`src/rtl/tt_pkg.sv`:
```
`default_nettype none
// ============================================================================
// Module      : tt_pkg
// Description : Shared types and constants for the truth-table capture
//               sequencer: FSM state encoding, default arity, table width
//               derivation and counter widths.
// Revision    : 1.0 - initial release
// ============================================================================
package tt_pkg;

    // Default function arity and the matching minterm index width
    localparam int NUM_INPUTS_DEF = 7;
    localparam int IDX_W          = NUM_INPUTS_DEF;

    // Drain counter width; covers the supported latency range 0..7
    localparam int DRAIN_W = 3;

    typedef enum logic [1:0] {
        IDLE  = 2'd0,
        DRIVE = 2'd1,
        DRAIN = 2'd2,
        HOLD  = 2'd3
    } state_t;

    // Truth-table width for an n-input function
    function automatic int tt_width(input int n);
        return 1 << n;
    endfunction

endpackage
`default_nettype wire

```
`src/rtl/tt_delay_line.sv`:
```
`default_nettype none
// ============================================================================
// Module      : tt_delay_line
// Description : DEPTH-stage shift register carrying a {valid, data} pair so a
//               capture strobe lines up with the function-under-test latency.
//               DEPTH = 0 degenerates to a plain wire.
// Revision    : 1.0 - initial release
// ============================================================================
module tt_delay_line #(
    parameter int DEPTH = 0,
    parameter int W     = 7
) (
    input  logic         clk,
    input  logic         rst_n,
    input  logic         in_valid,
    input  logic [W-1:0] in_data,
    output logic         out_valid,
    output logic [W-1:0] out_data
);

    generate
        if (DEPTH == 0) begin : g_wire
            // Clock and reset have no load when there is no storage
            logic unused_clk_rst;
            assign unused_clk_rst = clk ^ rst_n;
            assign out_valid      = in_valid;
            assign out_data       = in_data;
        end else begin : g_pipe
            logic [DEPTH-1:0]        valid_q;
            logic [DEPTH-1:0]        valid_d;
            logic [DEPTH-1:0][W-1:0] data_q;
            logic [DEPTH-1:0][W-1:0] data_d;

            // Next value of every stage: new pair enters stage 0, rest shift up
            always_comb begin
                valid_d[0] = in_valid;
                data_d[0]  = in_data;
                for (int k = 1; k < DEPTH; k++) begin
                    valid_d[k] = valid_q[k-1];
                    data_d[k]  = data_q[k-1];
                end
            end

            // Stage registers; reset empties the line
            always_ff @(posedge clk or negedge rst_n) begin
                if (!rst_n) begin
                    valid_q <= '0;
                    data_q  <= '0;
                end else begin
                    valid_q <= valid_d;
                    data_q  <= data_d;
                end
            end

            assign out_valid = valid_q[DEPTH-1];
            assign out_data  = data_q[DEPTH-1];
        end
    endgenerate

endmodule
`default_nettype wire

```
`src/rtl/tt_capture_sequencer.sv`:
```
`default_nettype none
// ============================================================================
// Module      : tt_capture_sequencer
// Description : Sweeps every minterm of an N-input function, samples its
//               output through a latency-matched delay line and presents the
//               assembled 2^N-bit truth table on a valid/ready port.
//               Optional macro TT_ONES_EN adds the tt_ones on-set counter.
// Revision    : 1.0 - initial release
// ============================================================================
module tt_capture_sequencer
    import tt_pkg::*;
#(
    parameter int NUM_INPUTS  = NUM_INPUTS_DEF,
    parameter int DUT_LATENCY = 0,
    parameter int TT_W        = tt_width(NUM_INPUTS)
) (
    input  logic                  clk,
    input  logic                  rst_n,
    input  logic                  start,
    output logic                  busy,
    output logic [NUM_INPUTS-1:0] x,
    input  logic                  f_in,
    output logic                  tt_valid,
    input  logic                  tt_ready,
    output logic [TT_W-1:0]       tt_data
`ifdef TT_ONES_EN
    ,
    output logic [NUM_INPUTS:0]   tt_ones
`endif
);

    // Last drain-counter value before entering HOLD
    localparam logic [DRAIN_W-1:0] c_drain_last =
        DRAIN_W'((DUT_LATENCY > 0) ? DUT_LATENCY - 1 : 0);

    state_t                  state_q, state_d;
    logic [NUM_INPUTS-1:0]   idx_q, idx_d;
    logic [DRAIN_W-1:0]      drain_q, drain_d;
    logic [TT_W-1:0]         tt_data_q, tt_data_d;
    logic                    drive_valid;
    logic                    cap_valid;
    logic [NUM_INPUTS-1:0]   cap_idx;
`ifdef TT_ONES_EN
    logic [NUM_INPUTS:0]     ones_q, ones_d;
`endif

    // Align each driven minterm index with the function output it produces
    tt_delay_line #(
        .DEPTH (DUT_LATENCY),
        .W     (NUM_INPUTS)
    ) u_delay (
        .clk       (clk),
        .rst_n     (rst_n),
        .in_valid  (drive_valid),
        .in_data   (idx_q),
        .out_valid (cap_valid),
        .out_data  (cap_idx)
    );

    // Sweep control and table assembly
    always_comb begin
        state_d     = state_q;
        idx_d       = idx_q;
        drain_d     = drain_q;
        tt_data_d   = tt_data_q;
        drive_valid = 1'b0;
`ifdef TT_ONES_EN
        ones_d      = ones_q;
`endif
        case (state_q)
            IDLE: begin
                if (start) begin
                    state_d   = DRIVE;
                    idx_d     = '0;
                    tt_data_d = '0;
`ifdef TT_ONES_EN
                    ones_d    = '0;
`endif
                end
            end
            DRIVE: begin
                drive_valid = 1'b1;
                idx_d       = idx_q + 1'b1;
                drain_d     = '0;
                if (idx_q == {NUM_INPUTS{1'b1}}) begin
                    state_d = (DUT_LATENCY > 0) ? DRAIN : HOLD;
                end
            end
            DRAIN: begin
                drain_d = drain_q + 1'b1;
                if (drain_q == c_drain_last) begin
                    state_d = HOLD;
                end
            end
            HOLD: begin
                if (tt_ready) begin
                    state_d = IDLE;
                end
            end
            default: state_d = IDLE;
        endcase

        // A delayed strobe lands the function output at its minterm position
        if (cap_valid) begin
            tt_data_d[cap_idx] = f_in;
`ifdef TT_ONES_EN
            ones_d = ones_q + {{NUM_INPUTS{1'b0}}, f_in};
`endif
        end
    end

    // State and datapath registers; reset discards any partial sweep
    always_ff @(posedge clk or negedge rst_n) begin
        if (!rst_n) begin
            state_q   <= IDLE;
            idx_q     <= '0;
            drain_q   <= '0;
            tt_data_q <= '0;
        end else begin
            state_q   <= state_d;
            idx_q     <= idx_d;
            drain_q   <= drain_d;
            tt_data_q <= tt_data_d;
        end
    end

`ifdef TT_ONES_EN
    // On-set population counter
    always_ff @(posedge clk or negedge rst_n) begin
        if (!rst_n) begin
            ones_q <= '0;
        end else begin
            ones_q <= ones_d;
        end
    end

    assign tt_ones = ones_q;
`endif

    assign busy     = (state_q != IDLE);
    assign x        = (state_q == DRIVE) ? idx_q : '0;
    assign tt_valid = (state_q == HOLD);
    assign tt_data  = tt_data_q;

endmodule
`default_nettype wire

```
`config.mk`:
```
export PLATFORM = sky130hd
export DESIGN_NAME = tt_capture_sequencer
export DESIGN_NICKNAME = d
export VERILOG_FILES = /design/src/rtl/tt_pkg.sv /design/src/rtl/tt_delay_line.sv /design/src/rtl/tt_capture_sequencer.sv
export SDC_FILE = /design/constraint.sdc
export NUM_CORES = 1
export LEC_CHECK = 0
export BUFFER_PORTS_ARGS = -buffer_cell sky130_fd_sc_hd__buf_4
export CORE_AREA = 2 2 119 121
export DETAILED_ROUTE_END_ITERATION = 8
export DIE_AREA = 0 0 121 123
export GPL_TIMING_DRIVEN = 0
export MAX_ROUTING_LAYER = met4
export PLACE_DENSITY = 0.74
export SYNTH_ARGS = -nofsm -noshare
export SYNTH_HDL_FRONTEND = slang
export SYNTH_SLANG_ARGS = --single-unit
```
`constraint.sdc`:
```
create_clock -name clk -period 3.5 [get_ports clk]
set_clock_uncertainty 0.1 [all_clocks]
set_input_delay 0.525 -clock clk [delete_from_list [all_inputs] [get_ports clk]]
set_output_delay 0.525 -clock clk [all_outputs]
set_load 0.005 [all_outputs]
```
**Yosys cells after proc, flatten, opt, wreduce, memory -nomap -nowiden**

Cells that the tools add are included.

- Register bits after elaboration: 140
- Output and inout bits: 137
- Word-level logic and storage cells: 40

- Add/subtract/negate cells: 2
- $lt $le $gt $ge: 2
- Equality and inequality tests: 8
- Muxes and demuxes: 16
- Reduce and logical (&&, ||, !) cells: 8

Operators with widths:

| cell | count |
|---|---|
| two-way mux 128 bit | 3 |
| bitwise mux 128 bit | 1 |
| two-way mux 7 bit | 2 |
| case mux 7 bit (2 select lines) | 1 |
| less-than comparator 7 x 8 -> 1 bit, second input constant | 1 |
| two-way mux 2 bit | 4 |
| case mux 2 bit (4 select lines) | 1 |
| adder 7 x 1 -> 7 bit, second input constant | 1 |
| demux 1 bit (select 7 bit) | 1 |
| == test 7 bit, second input constant | 1 |
| >= comparator 7 x 1 -> 1 bit, second input constant | 1 |
| != test 2 bit, second input constant | 3 |
| case mux 3 bit (2 select lines) | 1 |
| nonzero test 2 bit | 3 |
| == test 2 bit, second input constant | 2 |
| AND reduction 4 bit | 1 |
| adder 3 x 1 -> 3 bit, second input constant | 1 |
| logical NOT 3 bit | 1 |
| == test 2 x 1 -> 1 bit, second input constant | 1 |
| logical NOT 2 bit | 1 |
| two-way mux 1 bit | 2 |
| != test 2 x 1 -> 1 bit, second input constant | 1 |
| AND reduction 2 bit | 1 |
| logical AND 1 bit | 1 |

**Depth between registers and ports, before layout**

Gate-level depths: netlist of run 1.

- Depth in word-level cells: 6
- Gate-level depth with buffers: 8
- Depth with buffers taken out: 6

**By module**

A second synthesis of run 1 with hierarchy kept.

- Cell total of the unflattened synthesis: 597
- Area, all modules: 6473.7 µm²

Modules (own cells, without submodules):

| module | instances | cells each | area an instance (µm²) | sequential area each (µm²) |
|---|---|---|---|---|
| tt_capture_sequencer | 1 | 589 | 6413.7 | 3503.4 |
| tt_delay_line | 1 | 8 | 60.1 | 0.0 |

**Least setup slack after synthesis of run 1**

OpenSTA, ideal clock, no wires.

- Path type: register to output
- Start point: register state_q[1]
- End point: output x[0]
- Data arrival time: 1227 ps
- Path slack: 1648 ps
- Stages on the path, launching flop included: 6
- Buffers on the path: 2
- Cells stage by stage: dfrtp_1 -> inv_1 -> ha_1 -> buf_4 -> clkbuf_1 -> and2_1

- Cells in the longest elaborated chain, start to end: 2

Ends and longest elaborated chain:

| what | RTL line | source |
|---|---|---|
| start, declared | tt_capture_sequencer.sv:36 | `state_t state_q, state_d;` |
| start signal, assigned | tt_capture_sequencer.sv:120 | `state_q <= state_d;` |
| == test 2 x 1 -> 1 bit | tt_capture_sequencer.sv:141 | `assign x = (state_q == DRIVE) ? idx_q : '0;` |
| two-way mux 7 bit | tt_capture_sequencer.sv:141 |  |
| end, declared | tt_capture_sequencer.sv:21 | `output logic [NUM_INPUTS-1:0] x,` |

No other way between the ends.

**Worst setup path after layout of run 1**

- Start point: register state_q[1]
- End point: output x[3]

The elaborated chain is that of the path after synthesis.

==> run summary, run 1 <==
Inserted Clock Buffers: 17
Ys Warns: 0
Vias: 6264
Main synth FF type: dfrtp_1
Filler cells: 1103
Core area: 13600 µm²
Critical path arrival: 2.00 ns
Post-route insts no fill: 954
Max-Cap Viols: 0
CP required: 2.87 ns
DRT iter0 DRCs: 794
Final WL: 22.0 mm
CP Class: register to primary output
CTS resizes: 0
DRC viols: 0
Sequential share of the synthesized area: 53.3%
FFs w/ async S/R, synth: 100%
Pin count of the biggest net entering global routing: 100
Core Util, Final: 62.2%
Post-synthesis instance total: 600
Gp weighted congestion: 0.909
Vias/cell: 6.57
Outcome: finished clean
Clk_lat worst skew: 0.42 ns
H-tree Lvls: 4
Endpoints failing setup: 0
Die Ht: 123 µm
Yosys reg bits: 140
PwrDens: 662 nW/µm²
Final worst path period share: 74.9%
Pins Over Slew Limit: 0
Post-Synthesis Cell Area: 6570 µm²
Initial Util: 48.3%
Min Tclk post-route: 2.62 ns
Nets: 773
Largest stage delay, worst path: 0.41 ns
Rows: 43
Initial antenna violation count: 0
Buf+Inv Stages, Crit Path: 4
Antenna Nets Post-Route: 0
IO Count: 142
Slowest CP cell: dfrtp_1
DIE WIDTH: 121 µm
Max clock buf depth: 2
Fmax: 382 MHz
Share of cells above drive strength 1: 28.8%
Hold Path Class: input pin to register
Met3 global-route usage: 6.09%
Clock sink total: 140
Worst vdd ir: 0.357 mV
Vias in the first global route: 5969
Critical path endpoint category: primary output
Crit-path most repeated cell: buf_4
Slew headroom: 40.2%
WL per Instance: 23.1 µm
Total Power: 5.61 mW
Gr ovfl total: 0
TritonRoute pass-1 iters: 8
Placement Setup Slack: 1.29 ns
Routing usage on met1: 40.7%
# diodes: 0
P&R area growth vs syn: 29.0%
Number of flops mapped to enable cells by yosys: 0
Crit path max-delay family: buffers and inverters
First-pass GRT wire length: 33.4 mm
Yosys cell types: 47
RSZ-0062 raised after global routing: no
Syn Area/Cell: 10.9 µm²
Met2 usage: 45.7%
Hold Vio Cnt, Final: 0
Storage cell area: 3500 µm²
Hold Buf Count CTS: 1
Post-route setup slack: 0.879 ns
GRT Util Overall: 30.5%
Grt peak-use layer: met2
CP Launch Type: register
CTS root buf: clkbuf_16
Hpwl dp: 14.5 mm
Port bufs: 140
Max FO, Critical Path: 10
Post-CTS setup buffer count: 0
CP cell instances: inv_1 > ha_1 > buf_4 > clkbuf_1 > and2_1 > buf_4
Clock transition at path regs: 0.06 ns
CTS tree: done
Worst slew pin tran: 0.897 ns
Full die area: 14900 µm²
Mapped Nets: 612
Area occupied by multi-input gates: 2660 µm²
Placed insts: 921
Pleak: 3.74 nW
R2r setup slk: 1.24 ns
Setup TNS Final: 0 ns
-- cell type report --
type / instances / share of cell area, %
inverter: 11 / 0.487
clock inverter: 14 / 1.86
buffer: 79 / 4.33
clock buffer: 18 / 5.06
tap: 180 / 2.66
sequential: 140 / 41.3
timing repair buffer: 142 / 12.9
multi-input combinational: 370 / 31.4
-- where the power goes --
group	internal [mW]	switching [mW]	total, mW
Sequential	1.86	0.186	2.04
Clock	1.06	0.746	1.81
Combinational	0.664	1.09	1.76
Total	3.58	2.03	5.61
-- cells in the mapped netlist, drive strengths merged (3+ instances only) --
| master | instances | share of area [%] |
|---|---|---|
| dfrtp | 140 | 53 |
| o211ai | 124 | 14 |
| o31ai | 123 | 14 |
| buf | 40 | 3.4 |
| clkbuf | 39 | 2.2 |
| nand2 | 28 | 1.6 |
| nand3 | 14 | 1.2 |
| inv | 11 | 0.63 |
| o21ai | 10 | 0.76 |
| ha | 7 | 1.3 |
| nor2 | 7 | 0.48 |
| and2 | 6 | 0.61 |
| mux2i | 6 | 0.91 |
| nor2b | 6 | 0.65 |
| a21oi | 5 | 0.38 |
| nor4 | 4 | 0.61 |
| o311ai | 4 | 0.53 |
| and2b | 3 | 0.34 |
| nor3 | 3 | 0.30 |
-- sequential cells by signal, indices dropped and copies added, names as in the netlist --
name     flops
idx_q        7
tt_data    128
drain_q      3
state_q      2
-- routing by layer --
metal / wire length [µm] / part of all wire [%]
met1: 8680 / 39
met2: 10300 / 47
met4: 841 / 3.8
met3: 2170 / 9.8
met5: 0 / 0
-- final timing paths --
kind,cells after the start,to,from
min in group asynchronous,2,state_q[1],rst_n
hold reg to reg,2,tt_data[124],tt_data[124]
setup reg to reg,7,tt_data[112],state_q[1]
max in group asynchronous,3,tt_data[35],rst_n
hold / removal,3,idx_q[2],start
setup / recovery,6,x[3],state_q[1]
-- tightest hold or removal path, stage by stage --
cell and delay, ns:
buf_2 0.15, nand3_1 0.09, o221ai_1 0.11
-- through the flow --
step | hold WS [ns] | area [µm²]
global route | 0.418 | 8470
detailed placement | 0.371 | 7880
CTS | 0.396 | 8470
global placement | 0.410 | 7850
finish | 0.405 | 8470
floorplan | 0.129 | 6570
-- cell usage in the layout (no fill, tap or decap), drive strengths merged, types with 7 or more instances in the layout --
cell,Yosys,layout
nor2,7,7
nand2,28,28
nand3,14,14
clkbuf,39,57
o21ai,10,10
o31ai,123,123
dfrtp,140,140
ha,7,7
buf,40,181
inv,11,16
o211ai,124,124
-- cells by family after synthesis --
group	count (synthesis)	share of synthesized area, %
AOI/OAI and AO/OA	275	31.1
buffers and inverters	90	6.21
xor gates and xnor gates	1	0.133
DFF	140	53.3
and+or+nand+nor	80	6.80
adders and majority gates	7	1.33
muxes	7	1.09
Note: power is estimated with default switching activity, not from simulation.
==> run 2, diff against run 1 <==
--- a/config.mk
+++ b/config.mk
@@ -11,7 +11,7 @@
 export DIE_AREA = 0 0 121 123
 export GPL_TIMING_DRIVEN = 0
 export MAX_ROUTING_LAYER = met4
-export PLACE_DENSITY = 0.74
+export PLACE_DENSITY = 0.77
 export SYNTH_ARGS = -nofsm -noshare
 export SYNTH_HDL_FRONTEND = slang
 export SYNTH_SLANG_ARGS = --single-unit
==> constraint.sdc (replaced) <==
create_clock -name clk -period 2.4 [get_ports clk]
set_clock_uncertainty 0.1 [all_clocks]
set_input_delay 0.36 -clock clk [delete_from_list [all_inputs] [get_ports clk]]
set_output_delay 0.36 -clock clk [all_outputs]
set_load 0.005 [all_outputs]
==> run summary, run 2 (synthesized netlist as in run 1, its figures left out) <==
Outcome: finished clean
Max FFs per register: 128 (unchanged)
Initial antenna violation count: 0 (unchanged)
Min Tclk post-route: 2.27 ns
Nets: 772 (-0.13%)
Inserted Clock Buffers: 17 (unchanged)
Min Hold Slack: 0.235 ns (-0.171 ns)
WL per Instance: 22.9 µm (-0.61%)
Hold Path Class: input pin to register
Die Ht: 123 µm (unchanged)
Worst slew pin tran: 0.890 ns (-0.00711 ns)
Filler cells: 1143 (+3.6%)
Gr ovfl total: 0 (unchanged)
Hold Vio Cnt, Final: 0 (unchanged)
Vias in the first global route: 5964 (-0.084%)
Post-CTS setup buffer count: 0 (unchanged)
Endpoints failing setup: 0 (unchanged)
GRT Util Overall: 30.3% (-0.27 points)
Share of cells above drive strength 1: 29.0% (+0.17 points)
DRC viols: 0 (unchanged)
IO Count: 142 (unchanged)
Buf+Inv Stages, Crit Path: 3 (-1)
Setup TNS Final: 0 ns (unchanged)
Max-Cap Viols: 0 (unchanged)
RSZ-0062 raised after global routing: no
CP cell instances: inv_1 > ha_1 > buf_4 > nand3_1 > clkbuf_1 > o211ai_1 > o31ai_1
Worst vdd ir: 0.639 mV (+79%)
Hpwl dp: 14.8 mm (+1.8%)
CP Class: register to register
H-tree Lvls: 4 (unchanged)
Core area: 13600 µm² (unchanged)
Pins Over Slew Limit: 0 (unchanged)
Clk_lat worst skew: 0.42 ns (about the same)
Vias: 6173 (-1.5%)
Clock transition at path regs: 0.06 ns (about the same)
Reg-to-Reg Start: state_q[1]
Initial Util: 48.3% (unchanged)
Slew headroom: 40.7% (+0.47 points)
Max clock buf depth: 2 (unchanged)
Slowest CP cell: dfrtp_1
CTS root buf: clkbuf_16
Port bufs: 140 (unchanged)
Largest stage delay, worst path: 0.42 ns (about the same)
Setup crit start: state_q[1]
PwrDens: 950 nW/µm² (+44%)
Fmax: 441 MHz
Antenna Nets Post-Route: 0 (unchanged)
CP required: 2.57 ns (-0.30 ns)
Final WL: 21.9 mm (-0.71%)
Vias/cell: 6.48 (-1.3%)
# diodes: 0 (unchanged)
CP Launch Type: register
DIE WIDTH: 121 µm (unchanged)
Total Power: 8.02 mW (+43%)
First-pass GRT wire length: 33.0 mm (-1.4%)
Max FO, Critical Path: 19 (+9)
P&R area growth vs syn: 28.6%
Final worst path period share: 94.4%
Pin count of the biggest net entering global routing: 98 (-2.0%)
TritonRoute pass-1 iters: 8 (unchanged)
Critical path endpoint category: register
Crit path max-delay family: buffers and inverters
Clock sink total: 140 (unchanged)
Critical path arrival: 2.44 ns (+0.44 ns)
DRT iter0 DRCs: 759 (-4.4%)
Min-delay src: start
Most frequent cells in the layout: buf_4 (143), dfrtp_1 (140), o211ai_1 (124)
Pleak: 3.73 nW (about the same)
Gp weighted congestion: 0.902 (-0.78%)
Full die area: 14900 µm² (unchanged)
Rows: 43 (unchanged)
Most common cell after layout, fill and taps aside: buf_4
CTS tree: done
[run 2: cell type report]
class | instances | area, µm² | share of cell area (%)
sequential | 140 | 3500 | 41.5
inverter | 11 | 41.3 | 0.489
clock buffer | 24 | 502 | 5.94
tap | 180 | 225 | 2.67
buffer | 78 | 365 | 4.33
timing repair buffer | 142 | 1090 | 12.9
multi-input combinational | 370 | 2660 | 31.5
clock inverter | 8 | 57.6 | 0.682
[run 2: layer usage]
metal | vias to the layer above | track usage, % | routed length [µm]
li1 | 2682 | - | -
met1 | 3042 | 37.9 | 8550
met2 | 382 | 45.8 | 10400
met3 | 67 | 8.30 | 2170
met4 | 0 | 14.6 | 760
met5 | - | - | 0
[run 2: where the power goes]
group	switching, mW	internal (mW)
Combinational	1.60	0.968
Sequential	0.269	2.71
Clock	1.01	1.46
Total	2.88	5.14
[run 2: worst register-to-register path, stage by stage, from the launching register on]
cell	delay, ns
dfrtp_1	0.42
inv_1	0.11
ha_1	0.26
buf_4	0.27
nand3_1	0.20
clkbuf_1	0.37
o211ai_1	0.30
o31ai_1	0.11
[run 2: repair_timing]
| action | in CTS | in global routing |
|---|---|---|
| hold endpoints to repair | 43 | 0 |
| hold buffers | 1 | 0 |
| gates resized for setup | 0 | 4 |
| setup endpoints to repair | 5 | 3 |
[run 2: per-stage QoR]
| stage | setup slack [ns] | util, % | area, µm² | std cells |
|---|---|---|---|---|
| after global routing | 0.0198 | 62.0 | 8440 | 953 |
| after global placement | 0.286 | 57.6 | 7850 | 920 |
| after detailed placement | 0.163 | 57.9 | 7880 | 921 |
| final | 0.134 | 62.0 | 8440 | 953 |
| after floorplan | 0.612 | - | 6570 | 600 |
| after CTS | 0.154 | 62.0 | 8440 | 953 |
[run 2: final timing paths]
check	end	slack (ns)	depth (start not counted)
setup / recovery	tt_data[102]	0.13	7
hold / removal	idx_q[1]	0.23	3
setup reg to reg	tt_data[102]	0.13	7
hold reg to reg	tt_data[62]	0.43	2
max in group asynchronous	tt_data[118]	1.06	3
min in group asynchronous	tt_data[53]	0.33	2
